<file path="config.mk">
export PLATFORM = sky130hd
export DESIGN_NAME = lsu_ctrl
export DESIGN_NICKNAME = d
export VERILOG_FILES = /design/src/rtl/lsu_ctrl.sv
export SDC_FILE = /design/constraint.sdc
export NUM_CORES = 1
export LEC_CHECK = 0
export ABC_AREA = 1
export CORE_MARGIN = 3
export CORE_UTILIZATION = 49
export CTS_BUF_LIST = sky130_fd_sc_hd__clkbuf_8 sky130_fd_sc_hd__clkbuf_16
export CTS_CLUSTER_SIZE = 30
export DETAILED_ROUTE_END_ITERATION = 12
export GPL_TIMING_DRIVEN = 0
export PLACE_DENSITY = 0.86
export REMOVE_ABC_BUFFERS = 1
export SETUP_SLACK_MARGIN = 0.5
export SYNTH_ARGS = -nofsm -noshare
export SYNTH_HDL_FRONTEND = slang
export SYNTH_SLANG_ARGS = --single-unit
</file>
<file path="constraint.sdc">
create_clock -name clk -period 3.8 [get_ports clk]
set_clock_uncertainty 0.15 [all_clocks]
set_input_delay 0.38 -clock clk [delete_from_list [all_inputs] [get_ports clk]]
set_output_delay 0.38 -clock clk [all_outputs]
set_load 0.1 [all_outputs]
</file>
<file path="src/rtl/lsu_ctrl.sv">
// lsu_ctrl: load/store unit ahead of MEM; word-aligned access, lane masks,
// load extension, alignment/funct3 error flagging, valid/ready req/resp.
// Ports: clk, rst (async active-low); req_* from EXU; resp_* to WBU;
//        mem_read/mem_write/mem_addr/mem_wdata/mem_mask/mem_rdata to MEM.
module lsu_ctrl #(
    parameter int unsigned LATENCY = 1
) (
    input  logic        clk,
    input  logic        rst,
    input  logic        req_valid,
    output logic        req_ready,
    input  logic        req_wen,
    input  logic [31:0] req_addr,
    input  logic [31:0] req_wdata,
    input  logic [2:0]  req_funct3,
    output logic        resp_valid,
    input  logic        resp_ready,
    output logic [31:0] resp_rdata,
    output logic        resp_err,
    output logic        mem_read,
    output logic        mem_write,
    output logic [31:0] mem_addr,
    output logic [31:0] mem_wdata,
    output logic [3:0]  mem_mask,
    input  logic [31:0] mem_rdata
);
    typedef enum logic [1:0] {S_IDLE, S_ACCESS, S_RESP} state_t;

    localparam logic [3:0] LAT_M1 = 4'(LATENCY - 1);

    state_t      r_state;
    logic [3:0]  r_cnt;
    logic        r_wen;
    logic [1:0]  r_off;
    logic [2:0]  r_f3;
    logic        r_req_ready;
    logic        r_resp_valid;
    logic        r_resp_err;
    logic [31:0] r_resp_rdata;
    logic        r_mem_read;
    logic        r_mem_write;
    logic [31:0] r_mem_addr;
    logic [31:0] r_mem_wdata;
    logic [3:0]  r_mem_mask;

    logic        w_f3_ok;
    logic        w_aligned;
    logic        w_legal;
    logic [3:0]  w_mask;
    logic [31:0] w_wdata;
    logic [4:0]  w_sh_req;
    logic [4:0]  w_sh_rsp;
    logic [31:0] w_shift;
    logic [31:0] w_ldata;

    assign w_sh_req = {req_addr[1:0], 3'b000};
    assign w_sh_rsp = {r_off, 3'b000};

    // Legality: funct3 must exist for the access kind, and halves/words
    // must be naturally aligned.
    always_comb begin
        w_f3_ok   = 1'b0;
        w_aligned = 1'b1;
        case (req_funct3)
            3'd0, 3'd1, 3'd2: w_f3_ok = 1'b1;
            3'd4, 3'd5:       w_f3_ok = !req_wen;
            default:          w_f3_ok = 1'b0;
        endcase
        case (req_funct3[1:0])
            2'd1:    w_aligned = !req_addr[0];
            2'd2:    w_aligned = (req_addr[1:0] == 2'b00);
            default: w_aligned = 1'b1;
        endcase
    end

    assign w_legal = w_f3_ok && w_aligned;

    // Store lane placement; loads report a full mask and zero data.
    always_comb begin
        w_mask  = 4'b1111;
        w_wdata = '0;
        if (req_wen) begin
            w_wdata = req_wdata;
            case (req_funct3[1:0])
                2'd0: begin
                    w_mask  = 4'b0001 << req_addr[1:0];
                    w_wdata = {24'b0, req_wdata[7:0]} << w_sh_req;
                end
                2'd1: begin
                    w_mask  = 4'b0011 << req_addr[1:0];
                    w_wdata = {16'b0, req_wdata[15:0]} << w_sh_req;
                end
                default: ;
            endcase
        end
    end

    assign w_shift = mem_rdata >> w_sh_rsp;

    always_comb begin
        case (r_f3)
            3'd0:    w_ldata = {{24{w_shift[7]}}, w_shift[7:0]};
            3'd1:    w_ldata = {{16{w_shift[15]}}, w_shift[15:0]};
            3'd4:    w_ldata = {24'b0, w_shift[7:0]};
            3'd5:    w_ldata = {16'b0, w_shift[15:0]};
            default: w_ldata = w_shift;
        endcase
    end

    always_ff @(posedge clk or negedge rst) begin
        if (!rst) begin
            r_state      <= S_IDLE;
            r_cnt        <= '0;
            r_wen        <= 1'b0;
            r_off        <= '0;
            r_f3         <= '0;
            r_req_ready  <= 1'b1;
            r_resp_valid <= 1'b0;
            r_resp_err   <= 1'b0;
            r_resp_rdata <= '0;
            r_mem_read   <= 1'b0;
            r_mem_write  <= 1'b0;
            r_mem_addr   <= '0;
            r_mem_wdata  <= '0;
            r_mem_mask   <= '0;
        end else begin
            case (r_state)
                S_IDLE: begin
                    if (req_valid) begin
                        r_wen       <= req_wen;
                        r_off       <= req_addr[1:0];
                        r_f3        <= req_funct3;
                        r_req_ready <= 1'b0;
                        if (w_legal) begin
                            r_state     <= S_ACCESS;
                            r_cnt       <= LAT_M1;
                            r_mem_addr  <= {req_addr[31:2], 2'b00};
                            r_mem_wdata <= w_wdata;
                            r_mem_mask  <= w_mask;
                            r_mem_read  <= !req_wen;
                            // Single write, placed in the final access cycle.
                            r_mem_write <= req_wen && (LAT_M1 == 4'd0);
                        end else begin
                            r_state      <= S_RESP;
                            r_resp_valid <= 1'b1;
                            r_resp_err   <= 1'b1;
                            r_resp_rdata <= '0;
                        end
                    end
                end
                S_ACCESS: begin
                    if (r_cnt == 4'd0) begin
                        r_state      <= S_RESP;
                        r_mem_read   <= 1'b0;
                        r_mem_write  <= 1'b0;
                        r_resp_valid <= 1'b1;
                        r_resp_err   <= 1'b0;
                        r_resp_rdata <= r_wen ? 32'd0 : w_ldata;
                    end else begin
                        r_cnt       <= r_cnt - 4'd1;
                        r_mem_write <= r_wen && (r_cnt == 4'd1);
                    end
                end
                S_RESP: begin
                    if (resp_ready) begin
                        r_state      <= S_IDLE;
                        r_resp_valid <= 1'b0;
                        r_resp_err   <= 1'b0;
                        r_resp_rdata <= '0;
                        r_req_ready  <= 1'b1;
                    end
                end
                default: r_state <= S_IDLE;
            endcase
        end
    end

    assign req_ready  = r_req_ready;
    assign resp_valid = r_resp_valid;
    assign resp_err   = r_resp_err;
    assign resp_rdata = r_resp_rdata;
    assign mem_read   = r_mem_read;
    assign mem_write  = r_mem_write;
    assign mem_addr   = r_mem_addr;
    assign mem_wdata  = r_mem_wdata;
    assign mem_mask   = r_mem_mask;

endmodule

</file>
==> results.py <==
metrics = {
    "worst_setup_path": {
        "critical_path_class": "primary input to register",
        "critical_path.n_buffers_inverters": 2,
        "cp.arrival_ps": 3210,
        "critPathTopFamily": "simple AND/OR/NAND/NOR gates",
        "timing.critical_path.fanout_max": 41,
        "worst-endpoint-required_ps": 3990,
        "crit_path_cell_trace": "clkdlybuf4s50_1, inv_1, ha_1, nor2_4, a21boi_2, nand2_1, nor2_4, o2111ai_1, nand2_1",
        "critPathCaptureType": "register",
        "cp-start-kind": "primary input",
        "timing.critical_path.slowest_stage_cell": "sky130_fd_sc_hd__nor2_4",
        "worst_path_largest_cell_delay_ps": 760,
    },
    "die": {
        "initial_util": 0.507,
        "die_height_microns": 115,
        "floorplan.core_area_sq_mm": 0.0115,
        "die-area_sq_mm": 0.0133,
        "dieWidth_microns": 115,
        "row_count": 39,
        "ios": 209,
    },
    "clock_network": {
        "cell_chosen_for_the_clock_root": "sky130_fd_sc_hd__clkbuf_16",
        "cts_inserted_buffers": 17,
        "cts_buffer_depth": 2,
        "worst_setup_hold_path_clk_slew_ps": 50,
        "cts_num_sinks": 115,
        "worst_skew_pair.late_latency_ps": 410,
        "tritoncts": "yes",
        "htree_num_levels": 4,
        "postCtsSetupBuffers": 0,
    },
    "detailed_routing": {
        "detailedRoute.firstPassIterationCount": 6,
        "antenna_violating_nets_post_route": 0,
        "drt_wl_total_microns": 17300,
        "via_count": 5854,
        "drt_drc_violations_left": 0,
        "drt-initial-drc-count": 558,
        "detail_route.wl_per_cell_microns": 15.8,
        "post_drt_via_cell_ratio": 5.36,
    },
    "finish": {
        "final-instance-count-excl-fill": 1092,
        "mostFrequentLayoutCells": "324 x sky130_fd_sc_hd__nand2_1, 205 x sky130_fd_sc_hd__clkdlybuf4s50_1, 114 x sky130_fd_sc_hd__dfrtp_1",
        "seq_area_sq_mm": 0.00288,
        "final_common_cell": "sky130_fd_sc_hd__nand2_1",
        "insertedDiodeCount": 0,
        "nets": 1048,
        "fillers": 854,
        "area_delta_synth_final_pct": 47.2,
        "multiInputGateArea_sq_mm": 0.00261,
        "layout-drive-gt1-share": 0.0622,
    },
    "sta": {
        "setup_viol": 0,
        "timing.fmax_mhz": 332,
        "fin_crit_sh": 0.793,
        "setup_total_negative_slack_ps": 0,
        "worstMarginPinSlew_ps": 1160,
        "finalMaxSlewViolations": 0,
        "max_slew_margin": 0.224,
        "final_critical_delay_including_setup_and_external_delays_ps": 3010,
        "hold_viol_final": 0,
        "rsz0062_at_grt": "no",
    },
    "place": {
        "dp_hpwl_microns": 11600,
        "io_buf_count": 206,
        "finalWeightedCongestion": 0.860,
        "total_placed_cells_including_tap_cells": 1058,
    },
    "global_routing": {
        "number_of_antenna_violations_at_the_first_check_in_global_routing": 0,
        "grt_max_degree": 84,
        "congestion_overflow_gr": 0,
        "groute.usage.overall": 0.270,
        "grt_pass1_vias": 5732,
        "first_pass_grt_wire_length_microns": 28200,
    },
    "synth": {
        "synth_area_per_cell_sq_um": 7.79,
        "yosys_warnings": 0,
        "fraction_of_registers_with_async_set_reset": 1.00,
        "synthesis.area_sq_mm": 0.00584,
        "post_synth_num_cell_types": 36,
        "syn-instance-count": 749,
        "synth-main-ff-cell": "sky130_fd_sc_hd__dfrtp_1",
        "number_of_synthesized_register_bits": 115,
        "synth-edff-count": 0,
        "synth-seq-area-share": 0.493,
    },
    "min_path": {
        "timing.hold.worst.class": "primary input to async pin",
    },
    "run": {
        "drv.max_cap_violation_count": 0,
    },
    "run_status": {
        "outcome": "finished clean",
    },
}
==> worst reg2reg max path, cell delays in order (launching register included) <==
cell and delay [ps]:
sky130_fd_sc_hd__dfrtp_1 1110, sky130_fd_sc_hd__inv_2 380, sky130_fd_sc_hd__o21ai_0 380, sky130_fd_sc_hd__nand2_1 180, sky130_fd_sc_hd__nand3_4 200, sky130_fd_sc_hd__nand3_4 230
sky130_fd_sc_hd__nand3_1 170, sky130_fd_sc_hd__nand2_1 80
==> logic make-up (layout without fill, tap and decap cells) <==
family,after synthesis,count (layout),share of synthesized area
adders and majority gates,8,8,0.0172
other,1,2,0.000643
AOI/OAI and AO/OA,143,143,0.141
DFF,115,115,0.493
buffers and inverters,78,276,0.0637
and+or+nand+nor,404,405,0.285
==> area by class of cell <==
cell class	count	area share
tap	143	0.0208
clock buffer	21	0.0559
multi-input combinational	558	0.304
timing repair buffer	208	0.245
sequential	115	0.335
inverter	36	0.0157
clock inverter	11	0.0239
==> path summary, 6_finish.rpt <==
| kind | depth (start not counted) | from | slack [ps] | end |
|---|---|---|---|---|
| hold reg to reg | 2 | mem_addr[2]$_DFFE_PN0P_ | 320 | mem_addr[2]$_DFFE_PN0P_ |
| setup reg to reg | 7 | r_off[0]$_DFFE_PN0P_ | 800 | resp_rdata[19]$_DFFE_PN0P_ |
| min in group clk | 2 | mem_addr[2]$_DFFE_PN0P_ | 320 | mem_addr[2]$_DFFE_PN0P_ |
| max in group asynchronous | 3 | rst | 2530 | mem_addr[19]$_DFFE_PN0P_ |
| hold / removal | 2 | rst | 280 | r_cnt[1]$_DFFE_PN0P_ |
| setup / recovery | 9 | req_funct3[1] | 790 | mem_wdata[15]$_DFFE_PN0P_ |
==> synth_stat cells, drive strengths merged, types with 2 or more instances <==
cell type	count	area (sq um)
o21ai	91	455
a21oi	15	78.8
o21a	2	15.0
ha	8	100
o2111ai	4	35.0
inv	35	131
nand3	34	208
clkbuf	12	45.0
nor2	34	161
or2	5	33.8
o211ai	8	60.1
nor3	2	10.0
a22oi	19	143
nand2	328	1240
dfrtp	114	2850
buf	30	191
==> per-layer routing <==
layer  up-vias  routed length (microns)  global-route usage
met5         -                        0                   0
met4         0                      352              0.0931
met3        32                     1840               0.109
met2       282                     8260               0.437
met1      2743                     6830               0.329
li1       2797                        -                   -
==> state kept, by name (all words and copies together), names as in the netlist <==
register	cells
r_cnt	4
resp_rdata	32
mem_addr	30
mem_wdata	32
req_ready	1
mem_mask	4
resp_valid	1
r_state	2
mem_read	1
r_wen	1
resp_err	1
r_off	2
mem_write	1
r_f3	3
==> repair_timing <==
item                                    in CTS  in global routing
gates resized for setup                      2                  0
hold buffers                                 1                  0
gates cloned                                 0                  1
endpoints found under the setup margin      97                 30
endpoints found under the hold margin       32                  0
pin swaps                                    0                  1
==> per-stage QoR <==
step            util  instance area, sq um  hold WS (ps)  setup WS, ps
2_1_floorplan      -                  5600         -65.6           908
3_3_place_gp   0.681                  7840           302         -2350
3_5_place_dp   0.684                  7880           142          -516
4_1_cts        0.745                  8580           274           645
5_1_grt        0.746                  8590           308           563
6_report       0.746                  8590           280           786
Power is left out: the tool's default activity adds up to more than one toggle a clock period on the data nets, which glitch-free logic cannot reach.
